## src/rtl/mem_writeback_if.sv

```systemverilog
// Memory-side bus of the writeback stage: request/acknowledge handshake with address and data.
interface mem_writeback_if;
  localparam int unsigned AW = 16;
  localparam int unsigned DW = 16;

  logic          mem_req;
  logic          mem_we;
  logic [AW-1:0] mem_addr;
  logic [DW-1:0] mem_wdata;
  logic [DW-1:0] mem_rdata;
  logic          mem_ack;

  modport master (output mem_req, mem_we, mem_addr, mem_wdata, input mem_rdata, mem_ack);
  modport slave  (input mem_req, mem_we, mem_addr, mem_wdata, output mem_rdata, mem_ack);
endinterface

```

## src/rtl/mem_writeback.sv

```systemverilog
// Memory-access / writeback / PC-update stage; sequences load-store, register write and fetch request.
// Optional MEM_TIMEOUT_EN: bounded memory wait with sticky mem_error.
module mem_writeback #(
  parameter logic [15:0] RESET_PC       = 16'h0000,
  parameter int unsigned TIMEOUT_CYCLES = 16
) (
  input  logic                 clk,
  input  logic                 rst_n,
  input  logic                 isALUFinished,
  input  logic                 execute_branch,
  input  logic                 jump_flag,
  input  logic [3:0]           opcode,
  input  logic [15:0]          result,
  input  logic [15:0]          rd2,
  input  logic [3:0]           dest_reg,
  input  logic [5:0]           branch_offset,
  input  logic [11:0]          jump_target,
  mem_writeback_if.master      mem,
  output logic                 rf_we,
  output logic [3:0]           rf_waddr,
  output logic [15:0]          rf_wdata,
  output logic [15:0]          pc,
  output logic                 fetchNextInst,
  output logic                 busy,
  output logic                 mem_error
);
  localparam int unsigned XLEN = 16;
  localparam int unsigned OPW  = 4;
  localparam int unsigned RW   = 4;
  localparam int unsigned OFFW = 6;
  localparam int unsigned TGTW = 12;
  localparam int unsigned CNTW = 8;

  typedef enum logic [2:0] {IDLE, MEM, WB, NEXT, WAIT_CLR} state_t;
  typedef enum logic [1:0] {K_ALU, K_BRANCH, K_JUMP} kind_t;

  state_t          state_q, state_n;
  kind_t           kind_q, kind_n, in_kind;
  logic [OPW-1:0]  op_q, op_n;
  logic [XLEN-1:0] res_q, res_n, rd2_q, rd2_n;
  logic [RW-1:0]   dst_q, dst_n;
  logic [OFFW-1:0] off_q, off_n;
  logic [TGTW-1:0] tgt_q, tgt_n;
  logic            mem_req_q, mem_req_n, mem_we_q, mem_we_n;
  logic [XLEN-1:0] mem_addr_q, mem_addr_n, mem_wdata_q, mem_wdata_n;
  logic            rf_we_n, fetch_n, busy_n, err_n;
  logic [RW-1:0]   rf_waddr_n;
  logic [XLEN-1:0] rf_wdata_n, pc_n;
  logic            any_flag, tmo_hit;

  assign any_flag = isALUFinished | execute_branch | jump_flag;
  assign in_kind  = jump_flag ? K_JUMP : (execute_branch ? K_BRANCH : K_ALU);

  assign mem.mem_req   = mem_req_q;
  assign mem.mem_we    = mem_we_q;
  assign mem.mem_addr  = mem_addr_q;
  assign mem.mem_wdata = mem_wdata_q;

  function automatic logic writes_rf(input logic [OPW-1:0] op);
    return (op == OPW'(0)) || (op >= OPW'(2) && op <= OPW'(9));
  endfunction

`ifdef MEM_TIMEOUT_EN
  // Counts MEM cycles without an acknowledge; cleared whenever MEM is left
  logic [CNTW-1:0] tmo_q;
  always_ff @(posedge clk or negedge rst_n) begin
    if (!rst_n)                            tmo_q <= '0;
    else if (state_q == MEM && !mem.mem_ack) tmo_q <= tmo_q + CNTW'(1);
    else                                   tmo_q <= '0;
  end
  assign tmo_hit = (tmo_q == CNTW'(TIMEOUT_CYCLES - 1));
`else
  logic unused_cfg;
  assign unused_cfg = ^CNTW'(TIMEOUT_CYCLES);
  assign tmo_hit    = 1'b0;
`endif

  always_ff @(posedge clk or negedge rst_n) begin
    if (!rst_n) begin
      state_q       <= IDLE;
      kind_q        <= K_ALU;
      op_q          <= '0;
      res_q         <= '0;
      rd2_q         <= '0;
      dst_q         <= '0;
      off_q         <= '0;
      tgt_q         <= '0;
      mem_req_q     <= 1'b0;
      mem_we_q      <= 1'b0;
      mem_addr_q    <= '0;
      mem_wdata_q   <= '0;
      rf_we         <= 1'b0;
      rf_waddr      <= '0;
      rf_wdata      <= '0;
      pc            <= RESET_PC;
      fetchNextInst <= 1'b0;
      busy          <= 1'b0;
      mem_error     <= 1'b0;
    end else begin
      state_q       <= state_n;
      kind_q        <= kind_n;
      op_q          <= op_n;
      res_q         <= res_n;
      rd2_q         <= rd2_n;
      dst_q         <= dst_n;
      off_q         <= off_n;
      tgt_q         <= tgt_n;
      mem_req_q     <= mem_req_n;
      mem_we_q      <= mem_we_n;
      mem_addr_q    <= mem_addr_n;
      mem_wdata_q   <= mem_wdata_n;
      rf_we         <= rf_we_n;
      rf_waddr      <= rf_waddr_n;
      rf_wdata      <= rf_wdata_n;
      pc            <= pc_n;
      fetchNextInst <= fetch_n;
      busy          <= busy_n;
      mem_error     <= err_n;
    end
  end

  // Next state plus next values of every registered output
  always_comb begin
    state_n     = state_q;
    kind_n      = kind_q;
    op_n        = op_q;
    res_n       = res_q;
    rd2_n       = rd2_q;
    dst_n       = dst_q;
    off_n       = off_q;
    tgt_n       = tgt_q;
    mem_req_n   = 1'b0;
    mem_we_n    = 1'b0;
    mem_addr_n  = mem_addr_q;
    mem_wdata_n = mem_wdata_q;
    rf_we_n     = 1'b0;
    rf_waddr_n  = rf_waddr;
    rf_wdata_n  = rf_wdata;
    pc_n        = pc;
    fetch_n     = 1'b0;
    err_n       = mem_error;

    case (state_q)
      IDLE: begin
        if (any_flag) begin
          kind_n = in_kind;
          op_n   = opcode;
          res_n  = result;
          rd2_n  = rd2;
          dst_n  = dest_reg;
          off_n  = branch_offset;
          tgt_n  = jump_target;
          if (in_kind == K_ALU && opcode <= OPW'(1)) begin
            state_n     = MEM;
            mem_req_n   = 1'b1;
            mem_we_n    = (opcode == OPW'(1));
            mem_addr_n  = result;
            mem_wdata_n = rd2;
          end else begin
            // Register write issued straight from the live inputs to hit WB next cycle
            state_n    = WB;
            rf_we_n    = writes_rf(opcode);
            rf_waddr_n = dest_reg;
            rf_wdata_n = result;
          end
        end
      end
      MEM: begin
        if (mem.mem_ack) begin
          state_n    = WB;
          rf_we_n    = writes_rf(op_q);
          rf_waddr_n = dst_q;
          rf_wdata_n = (op_q == OPW'(0)) ? mem.mem_rdata : res_q;
        end else if (tmo_hit) begin
          state_n    = WB;
          err_n      = 1'b1;
          rf_waddr_n = dst_q;
          rf_wdata_n = res_q;
        end else begin
          mem_req_n = 1'b1;
          mem_we_n  = mem_we_q;
        end
      end
      WB: begin
        state_n = NEXT;
        fetch_n = 1'b1;
        case (kind_q)
          K_JUMP:   pc_n = {pc[XLEN-1:TGTW], tgt_q};
          K_BRANCH: pc_n = pc + XLEN'(1) + {{(XLEN-OFFW){off_q[OFFW-1]}}, off_q};
          default:  pc_n = pc + XLEN'(1);
        endcase
      end
      NEXT:     state_n = WAIT_CLR;
      WAIT_CLR: if (!any_flag) state_n = IDLE;
      default:  state_n = IDLE;
    endcase

    busy_n = (state_n != IDLE);
  end
endmodule

```

## src/flat_wrapper.sv

```systemverilog
// flat-port wrapper written by rule: the top's interface ports become plain ports
module mem_writeback_flat 
#(
  parameter logic [15:0] RESET_PC       = 16'h0000,
  parameter int unsigned TIMEOUT_CYCLES = 16
)
  (clk, rst_n, isALUFinished, execute_branch, jump_flag, opcode, result, rd2, dest_reg, branch_offset, jump_target, rf_we, rf_waddr, rf_wdata, pc, fetchNextInst, busy, mem_error, mem_mem_req, mem_mem_we, mem_mem_addr, mem_mem_wdata, mem_mem_rdata, mem_mem_ack);
  mem_writeback_if mem_i ();
  input  logic clk;
  input  logic rst_n;
  input  logic isALUFinished;
  input  logic execute_branch;
  input  logic jump_flag;
  input  logic [3:0] opcode;
  input  logic [15:0] result;
  input  logic [15:0] rd2;
  input  logic [3:0] dest_reg;
  input  logic [5:0] branch_offset;
  input  logic [11:0] jump_target;
  output logic rf_we;
  output logic [3:0] rf_waddr;
  output logic [15:0] rf_wdata;
  output logic [15:0] pc;
  output logic fetchNextInst;
  output logic busy;
  output logic mem_error;
  output wire logic [$bits(mem_i.mem_req)-1:0] mem_mem_req;
  output wire logic [$bits(mem_i.mem_we)-1:0] mem_mem_we;
  output wire logic [$bits(mem_i.mem_addr)-1:0] mem_mem_addr;
  output wire logic [$bits(mem_i.mem_wdata)-1:0] mem_mem_wdata;
  input wire logic [$bits(mem_i.mem_rdata)-1:0] mem_mem_rdata;
  input wire logic [$bits(mem_i.mem_ack)-1:0] mem_mem_ack;
  assign mem_mem_req = mem_i.mem_req;
  assign mem_mem_we = mem_i.mem_we;
  assign mem_mem_addr = mem_i.mem_addr;
  assign mem_mem_wdata = mem_i.mem_wdata;
  assign mem_i.mem_rdata = mem_mem_rdata;
  assign mem_i.mem_ack = mem_mem_ack;
  mem_writeback #(.RESET_PC(RESET_PC), .TIMEOUT_CYCLES(TIMEOUT_CYCLES)) u_core (.clk(clk), .rst_n(rst_n), .isALUFinished(isALUFinished), .execute_branch(execute_branch), .jump_flag(jump_flag), .opcode(opcode), .result(result), .rd2(rd2), .dest_reg(dest_reg), .branch_offset(branch_offset), .jump_target(jump_target), .mem(mem_i), .rf_we(rf_we), .rf_waddr(rf_waddr), .rf_wdata(rf_wdata), .pc(pc), .fetchNextInst(fetchNextInst), .busy(busy), .mem_error(mem_error));
endmodule
```

## config.mk

```make
export PLATFORM = sky130hd
export DESIGN_NAME = mem_writeback_flat
export DESIGN_NICKNAME = d
export VERILOG_FILES = /design/src/rtl/mem_writeback_if.sv /design/src/rtl/mem_writeback.sv /design/src/flat_wrapper.sv
export SDC_FILE = /design/constraint.sdc
export NUM_CORES = 1
export LEC_CHECK = 0
export BUFFER_PORTS_ARGS = -buffer_cell sky130_fd_sc_hd__buf_2
export CAP_MARGIN = 40
export CORE_MARGIN = 2
export CORE_UTILIZATION = 49
export DETAILED_ROUTE_END_ITERATION = 10
export PLACE_DENSITY = 0.77
export SYNTH_ARGS = -nofsm -noshare
export SYNTH_HDL_FRONTEND = slang
export SYNTH_SLANG_ARGS = --single-unit
```

## constraint.sdc

```tcl
create_clock -name clk -period 3 [get_ports clk]
set_clock_uncertainty 0.15 [all_clocks]
set_input_delay 0.45 -clock clk [delete_from_list [all_inputs] [get_ports clk]]
set_output_delay 0.45 -clock clk [all_outputs]
set_load 0.05 [all_outputs]
```

# Word level (Yosys, flattened, before mapping)
# Index checks and enable logic that the tools add are counted.
[totals] ff_bits=120 input_bits=80 wordCells=83 output_inout_bits=74
[classes] n_bitwise=3 n_addsub=2 n_mux=30 order_cmp=5 n_reduce_logical=15 eq_ne=10
[ops] operator="$mux 16" n=4
[ops] operator="$pmux 16 s2" n=2
[ops] operator="$add 16x1->16 const B" n=1
[ops] operator="$add 16x16->16" n=1
[ops] operator="$pmux 3 s5" n=1
[ops] operator="$mux 4" n=3
[ops] operator="$mux 1" n=11
[ops] operator="$mux 3" n=3
[ops] operator="$ge 4x2->1 const B" n=2
[ops] operator="$le 4x4->1 const B" n=2
[ops] operator="$logic_not 4->1" n=2
[ops] operator="$pmux 4 s2" n=1
[ops] operator="$eq 3x2->1 const B" n=2
[ops] operator="$pmux 1 s2" n=3
[ops] operator="$eq 4x1->1 const B" n=1
[ops] operator="$le 4x1->1 const B" n=1
[ops] operator="$mux 2" n=2
[ops] operator="$ne 2x2->1 const B" n=2
[ops] operator="$reduce_and 2->1" n=2
[ops] operator="$reduce_and 4->1" n=1
[ops] operator="$eq 3x1->1 const B" n=1
[ops] operator="$eq 3x3->1 const B" n=1
[ops] operator="$logic_and 1x1->1" n=3
[ops] operator="$logic_not 3->1" n=1
[ops] operator="10 further kinds" n=12

# Longest topological paths before layout
# Gate-level depths: netlist (run 1).
[logic_depth] ltp_word=8 ltp_mapped=12 ltp_nobuf=12

# Worst setup path after synthesis (run 1)
# OpenSTA, ideal clock, no wires.
[synth_timing] path_type="register -> register" startpoint="register u_core.pc[0]" endpoint="register u_core.pc[9]" arrival_ps=3011 setup_slack_ps=-287 path_stages_with_launch=12 required_time_ps=2724 cell_sequence="dfrtp_1 > ha_1 > and3_1 > and3_1 > xor2_1 > ha_1 > a21oi_1 > a21boi_1 > a311o_1 > a21oi_1 > nor4bb_1 > o32a_1"
[synth_between] elab_chain_len=3
[synth_rtl] item="start: declaration" line="mem_writeback.sv:22" text="output logic [15:0] pc,"
[synth_rtl] item="start signal: assignment" line="mem_writeback.sv:115" text="pc <= pc_n;"
[synth_rtl] item="$add 16x1->16 (*)" line="mem_writeback.sv:189, mem_writeback.sv:190"
[synth_rtl] item="$add 16x16->16" line="mem_writeback.sv:189" text="K_BRANCH: pc_n = pc + XLEN'(1) + {{(XLEN-OFFW){off_q[OFFW-1]}}, off_q};"
[synth_rtl] item="$pmux 16 s2 (*)" line="mem_writeback.sv:187" text="case (kind_q)"
# Every way passes the cells marked *; elsewhere a longest branch is shown, timed or not.
# A chain may end at the register's enable or synchronous reset.

# Worst setup path after layout (run 1)
[layout_timing] startpoint="register u_core.pc[1]" endpoint="register u_core.pc[15]"
# The elaborated chain is that of the path after synthesis.

==> summary.md, run 1 <==
| Metric | Value |
|---|---|
| Run status | `finished with violations` |
| Violated checks | `negative setup slack` |
| Largest area contributor in the synthesized netlist | `dfrtp_1` |
| Drt via density | `5.77` |
| Floorplan die area | `14200 µm²` |
| Number of buffers added on ports | `152` |
| Max Buffers Root-to-Sink | `2` |
| Top-area cell type share of the netlist area | `46.4%` |
| Count of final setup violators | `1` |
| Class of the most critical setup path | `reg -> reg` |
| Critical path peak fanout | `5` |
| Mapped cell area | `6470 µm²` |
| # Max-Cap Violations | `0` |
| Final non-filler cell total | `941` |
| Async SR Flop Fraction | `100%` |
| Worst hold margin | `0.107 ns` |
| Nets@finish | `859` |
| Cell chosen for the clock root | `clkbuf_16` |
| Number of nets with antenna violations after detailed routing | `0` |
| Routability-driven placement congestion ratio | `0.900` |
| Max stage delay on crit path | `0.46 ns` |
| Antenna Cells | `0` |
| Number of search-and-repair iterations in the first detailed-routing pass | `6` |
| Final hold violations | `0` |
| Top cells by instance count after synthesis | `dfrtp_1 (120), a21oi_1 (51), mux2_2 (46)` |
| Post-synthesis sequential element count | `120` |
| Nets in the synthesized netlist | `692` |
| Delay-heaviest family, CP | `compound AO/OA/AOI/OAI gates` |
| CP Buf/Inv Count | `1` |
| Slew of the pin with the lowest slew margin | `0.704 ns` |
| Final worst-path cycle share | `100%` |
| Violation count after the first detailed-route iteration | `479` |
| Final routed wirelength across all metal layers | `17200 µm` |
| Logic depth of the worst register-to-register path | `12` |
| Ports placed on the boundary | `154` |
| Initial standard-cell utilization of the core | `50.7%` |
| Count leader, synth | `dfrtp_1` |
| TritonCTS clock tree | `built` |
| DRC violation count after routing | `0` |
| Ordered cell list for the critical path | `ha_4 -> and3_4 -> and3_4 -> xor2_1 -> ha_2 -> a21oi_2 -> buf_4 -> a21oi_2 -> a211oi_2 -> a211o_1 -> and3_1 -> o31ai_1` |
| Warning count from the yosys run | `0` |
| Crit path launch type | `register` |
| Kind of capture point of the worst setup path | `register` |
| Proportion of layout cells with a drive suffix above 1 | `41.5%` |
| First-pass GRT wire length | `27100 µm` |
| Clock-pin slew reported for the worst setup and hold paths after clock tree synthesis | `0.06 ns` |
| Data arrival, critical path | `3.17 ns` |
| Standard cell with the maximum stage delay on the critical path | `dfrtp_2` |
| Max-Slew Margin vs Limit | `53.1%` |
| Class of the most critical hold timing path | `in -> reg` |
| Sink count of the clock tree | `120` |
| Largest net degree at the start of global routing | `55` |
| Pre-CTS worst setup slack | `-0.0561 ns` |
| Data required time of the worst path | `3.17 ns` |
| Shortest period the worst path allows | `3.01 ns` |
| Hold path cells | `2` |
| GRT Util Overall | `24.2%` |
| Die Span Y | `119 µm` |
| Number of cell rows | `41` |
| Number of instances in the placed design | `902` |
| Highest clock rate | `0.333 GHz` |
| Vias in the first global route | `5519` |
| Floorplan die width | `119 µm` |
| DR vias | `5426` |
| Syn_area_per_cell | `11.0 µm²` |
| RSZ-0062 raised after global routing | `true` |
| Layout overhead on the synthesized area | `28.7%` |
| Number of instances in the synthesized netlist | `589` |
| Insertion delay to the later sink of the worst-skew pair | `0.42 ns` |
| Sequential area share after synthesis | `46.4%` |
| Pins over their slew limit | `0` |
| Number of buffers added by the clock tree synthesis step | `17` |
| Initial antenna violation count | `0` |
| Path length in cells of the critical path | `12` |
| Wirelength per Cell | `18.3 µm` |
| Most common flop cell mapped by yosys | `dfrtp_1` |
| Overflow left after global routing | `0` |
| Number of enable flip-flop cells after synthesis | `0` |
| Core area | `12800 µm²` |
| Number of distinct library cells after synthesis | `66` |
| Setup slack after layout | `-0.00700 ns` |
| Total negative slack for setup checks | `-0.00700 ns` |
| Leading cell types by total area after synthesis | `dfrtp_1 (46%), mux2_2 (8.0%), mux2_4 (6.7%)` |
| HPWL reported at the end of detailed placement | `11300 µm` |
| H-tree levels | `4` |
==> cells by family (layout without fill, tap and decap cells) <==
group,after synthesis,after routing,share of synthesized area [%]
compound gates,146,146,13.7
flops,120,120,46.4
simple gates,136,136,10.7
buf+inv,43,223,3.44
other cells,1,1,0.0579
fa+ha+maj,23,23,4.56
xor+xnor,24,24,3.25
mux,96,96,18.0
==> state kept, by name, summed over array words and instances, names as in the netlist <==
name                  cells
u_core.rf_we              1
u_core.tgt_q             12
u_core.mem.mem_we         1
u_core.res_q             16
u_core.rf_wdata          16
u_core.rf_waddr           4
u_core.fetchNextInst      1
u_core.state_q            3
u_core.kind_q             2
u_core.mem.mem_addr      16
u_core.mem.mem_wdata     16
u_core.op_q               4
u_core.busy               1
u_core.mem.mem_req        1
u_core.off_q              6
u_core.dst_q              4
u_core.pc                16
==> what timing repair did <==
item / 4_1_cts / 5_1_grt
endpoints found under the hold margin: 52 / 0
setup endpoints to repair: 4 / 9
resized for setup: 4 / 21
pin swaps: 1 / 13
hold buffers: 1 / 0
setup buffers: 0 / 6
==> routing by layer <==
| metal | track usage [%] | vias up | part of all wire (%) |
|---|---|---|---|
| met1 | 28.3 | 2652 | 39 |
| met4 | 10.5 | 0 | 2.7 |
| met2 | 40.5 | 249 | 50 |
| met5 | 0 | - | 0 |
| li1 | - | 2466 | - |
| met3 | 8.00 | 59 | 7.9 |
==> cell usage in the layout, fill, tap and decap left out, types with 4 or more instances in the layout <==
cell type  count
buf_2        151
dfrtp_1      112
a21oi_1       48
mux2_2        46
nand2_1       44
o21ai_0       37
nor2_1        34
mux2_4        29
mux2i_1       21
buf_4         20
ha_1          19
clkbuf_16     17
inv_1         13
xnor2_1       13
nand3_1       12
xor2_1         8
dfrtp_2        8
a221oi_1       7
nor3_1         6
a31oi_1        6
a21o_1         6
o22ai_1        5
bufinv_16      5
and3_1         4
o21ai_1        4
clkinv_4       4
buf_12         4
==> cell type report <==
cell class	count	area, µm²
Clock buffer	19	443
Multi-Input combinational cell	426	3390
Inverter	15	56.3
Timing Repair Buffer	176	996
Sequential cell	120	3010
Tap cell	172	215
Clock inverter	13	216
Fill cell	985	4440
==> metrics by stage <==
step | area [µm²] | util [%]
3_5_place_dp | 7490 | 58.6
3_3_place_gp | 7490 | 58.6
4_1_cts | 8170 | 64.0
6_report | 8330 | 65.2
2_1_floorplan | 6490 | -
5_1_grt | 8330 | 65.2
==> final timing paths <==
| check | from | end | slack [ns] |
|---|---|---|---|
| min reg2reg | u_core.mem.mem_we$_DFFE_PN0P_ | u_core.mem.mem_we$_DFFE_PN0P_ | 0.32 |
| max in group asynchronous | rst_n | u_core.res_q[0]$_DFFE_PN0P_ | 1.54 |
| min | jump_flag | u_core.kind_q[0]$_DFFE_PN0P_ | 0.11 |
| min in group asynchronous | rst_n | u_core.mem.mem_addr[13]$_DFFE_PN0P_ | 0.50 |
| max | u_core.pc[1]$_DFFE_PN0P_ | u_core.pc[15]$_DFFE_PN0P_ | -0.007 |
| max reg2reg | u_core.pc[1]$_DFFE_PN0P_ | u_core.pc[15]$_DFFE_PN0P_ | -0.007 |
Power of run 1 is left out: the tool's default activity adds up to more than one toggle a clock period on the data nets, which glitch-free logic cannot reach.
==> run 2, diff against run 1 <==
--- a/config.mk
+++ b/config.mk
@@ -7,10 +7,12 @@
 export LEC_CHECK = 0
 export BUFFER_PORTS_ARGS = -buffer_cell sky130_fd_sc_hd__buf_2
 export CAP_MARGIN = 40
+export CELL_PAD_IN_SITES_DETAIL_PLACEMENT = 1
+export CELL_PAD_IN_SITES_GLOBAL_PLACEMENT = 1
 export CORE_MARGIN = 2
-export CORE_UTILIZATION = 49
+export CORE_UTILIZATION = 38
 export DETAILED_ROUTE_END_ITERATION = 10
-export PLACE_DENSITY = 0.77
+export PLACE_DENSITY_LB_ADDON = 0.1
 export SYNTH_ARGS = -nofsm -noshare
 export SYNTH_HDL_FRONTEND = slang
 export SYNTH_SLANG_ARGS = --single-unit
==> run 2 against run 1 <==
Effect of this change:
- the run now ends clean
- non-clock buffer count up 12
- register-to-register slack better by 0.07 ns
- global-route usage down 2.4 points
- final cell count up 6.4%
- die area up 28%
- cell area up 2.7%
- critical endpoint unchanged
- highest routed layer unchanged
==> summary.md, run 2 (same netlist as run 1, synthesis figures left out) <==
| Metric | Value |
|---|---|
| GRT Util Overall | `21.8%` |
| Crit path launch type | `register` |
| Wirelength per Cell | `19.1 µm` |
| Critical path peak fanout | `5` |
| # Max-Cap Violations | `0` |
| Standard cell with the maximum stage delay on the critical path | `dfrtp_2` |
| Power share of the clock group | `18.2%` |
| Switching component of the power | `5.87 mW` |
| Kind of capture point of the worst setup path | `register` |
| Shortest period the worst path allows | `2.94 ns` |
| H-tree levels | `4` |
| Number of cell rows | `47` |
| Switching fraction of total power | `47.3%` |
| Count of final setup violators | `0` |
| Max-Slew Margin vs Limit | `45.2%` |
| PwrDens | `1450 nW/µm²` |
| DRC violation count after routing | `0` |
| P_int | `6.54 mW` |
| Slew of the pin with the lowest slew margin | `0.822 ns` |
| Sink count of the clock tree | `120` |
| Run status | `finished, final reports clean` |
| Final worst-path cycle share | `98.0%` |
| Initial antenna violation count | `2` |
| Static Leakage | `4.05 nW` |
| Die Span Y | `135 µm` |
| Number of search-and-repair iterations in the first detailed-routing pass | `4` |
| Routability-driven placement congestion ratio | `0.836` |
| Most used cells in the layout excluding fill and tap cells | `buf_2 (151), dfrtp_1 (112), mux2_2 (46)` |
| Floorplan die width | `135 µm` |
| Reg-to-Reg Start | `u_core.pc[5]$_DFFE_PN0P_` |
| Max stage delay on crit path | `0.44 ns` |
| TritonCTS clock tree | `built` |
| Floorplan die area | `18100 µm²` |
| Final routed wirelength across all metal layers | `19200 µm` |
| Leading cell type in the layout, fill and taps excluded | `buf_2` |
| Startpoint of the most critical hold path | `jump_target[2]` |
| Proportion of layout cells with a drive suffix above 1 | `44.3%` |
| Antenna Cells | `0` |
| Vias in the first global route | `5875` |
| Number of buffers added on ports | `152` |
| Data arrival, critical path | `3.12 ns` |
| First-pass GRT wire length | `30600 µm` |
| Final design area excluding fillers | `8560 µm²` |
| Initial standard-cell utilization of the core | `38.9%` |
| Cell chosen for the clock root | `clkbuf_16` |
| DR vias | `5282` |
| Highest clock rate | `0.340 GHz` |
| Number of nets with antenna violations after detailed routing | `0` |
| Setup slack after layout | `0.0602 ns` |
| Clock-pin slew reported for the worst setup and hold paths after clock tree synthesis | `0.06 ns` |
| Pre-CTS worst setup slack | `-0.0370 ns` |
| Number of buffers added by the clock tree synthesis step | `17` |
| Ports placed on the boundary | `154` |
| Class of the most critical hold timing path | `in -> reg` |
| Layout overhead on the synthesized area | `32.2%` |
| Data required time of the worst path | `3.18 ns` |
| Violation count after the first detailed-route iteration | `156` |
| Overflow left after global routing | `0` |
| Final hold violations | `0` |
| Largest net degree at the start of global routing | `64` |
| Ordered cell list for the critical path | `nand3_2 -> nor2_1 -> nand2_1 -> xnor2_2 -> ha_2 -> nand4_1 -> a21oi_1 -> a211oi_2 -> a211o_1 -> and3_1 -> o31ai_1` |
| RSZ-0062 raised after global routing | `true` |
| Class of the most critical setup path | `reg -> reg` |
| Power share of the sequential group | `24.5%` |
| Largest voltage drop on the vdd net | `0.623 mV` |
| Cell area reported after detailed placement | `7610 µm²` |
| Fillers | `1844` |
| HPWL reported at the end of detailed placement | `13200 µm` |
| Core area | `16600 µm²` |
| Pins over their slew limit | `0` |
| Drt via density | `5.28` |
| Comb power frac | `57.3%` |
| Max Buffers Root-to-Sink | `2` |
| Critical path launch point | `u_core.pc[5]$_DFFE_PN0P_` |
| Insertion delay to the later sink of the worst-skew pair | `0.42 ns` |
| Nets@finish | `871` |
run 2: cell count changes in the layout (fill, tap and decap cells not counted), sizes merged:
cell / delta
buf: +12
bufinv: -1
clkbuf: -1
clkinv: -2
clkinvlp: +1
inv: +3
run 2: metrics by stage:
| step | power (mW) | hold slack, ns | utilization [%] | std cells | setup TNS (ns) |
|---|---|---|---|---|---|
| floorplan | 7.80 | 0.00441 | - | 589 | -0.136 |
| global placement | 9.37 | 0.262 | 45.7 | 960 | 0 |
| detailed placement | 9.57 | 0.272 | 45.7 | 960 | -0.0751 |
| CTS | 12.0 | 0.0895 | 49.9 | 993 | 0 |
| global route | 13.2 | 0.0982 | 51.4 | 1001 | -0.158 |
| finish | 12.4 | 0.111 | 51.4 | 1001 | 0 |
run 2: timing repair:
item                                   in CTS  in global routing
cloned                                      0                  0
resized for setup                           6                 37
setup buffers                               0                  8
endpoints found under the hold margin      30                  0
setup endpoints to repair                   5                  8
hold buffers                                1                  0
pin swaps                                   1                 20
run 2: routing by layer:
layer	wire (µm)	vias up	part of all wire (%)	global-route usage [%]
met1	7890	2660	41	25.5
met2	10000	105	52	39.3
li1	-	2496	-	-
met5	0	-	0	0
met3	994	21	5.2	5.78
met4	240	0	1.3	6.43
run 2: worst max-delay path: cells and delay by family, from the launching register on:
| family | cells | cell delay [ns] |
|---|---|---|
| compound gates | 4 | 0.82 |
| fa+ha+maj | 1 | 0.39 |
| xor+xnor | 1 | 0.17 |
| simple gates | 5 | 0.87 |
| flops | 1 | 0.44 |
run 2: final cells by class:
| class | count | area [µm²] | area share (%) |
|---|---|---|---|
| clock buffers | 18 | 439 | 5.13 |
| clock inverters | 14 | 209 | 2.44 |
| inverters | 15 | 56.3 | 0.658 |
| multi-input cells | 426 | 3490 | 40.8 |
| flip-flops and latches | 120 | 3010 | 35.2 |
| well taps | 220 | 275 | 3.22 |
| repair buffers | 188 | 1080 | 12.6 |
run 2: final timing paths:
check	cells past startpoint	to	slack (ns)
max	11	u_core.pc[15]$_DFFE_PN0P_	0.06
min	2	u_core.tgt_q[2]$_DFFE_PN0P_	0.11
max reg2reg	11	u_core.pc[15]$_DFFE_PN0P_	0.06
min reg2reg	2	u_core.rf_wdata[8]$_DFFE_PN0P_	0.33
max in group asynchronous	3	u_core.pc[7]$_DFFE_PN0P_	1.54
min in group asynchronous	2	u_core.mem.mem_wdata[1]$_DFFE_PN0P_	0.36
run 2: power groups by stage:
| stage | Combinational, mW | Sequential, mW | Clock (mW) |
|---|---|---|---|
| 3_3_place_gp | 6.41 | 2.96 | 0 |
| 5_1_grt | 7.67 | 3.16 | 2.38 |
| 3_5_place_dp | 6.57 | 3.00 | 0 |
| 4_1_cts | 6.64 | 3.00 | 2.32 |
| 2_1_floorplan | 3.47 | 4.32 | 0 |
| 6_report | 7.11 | 3.04 | 2.26 |
No activity file was read; power rests on OpenSTA's default activity.
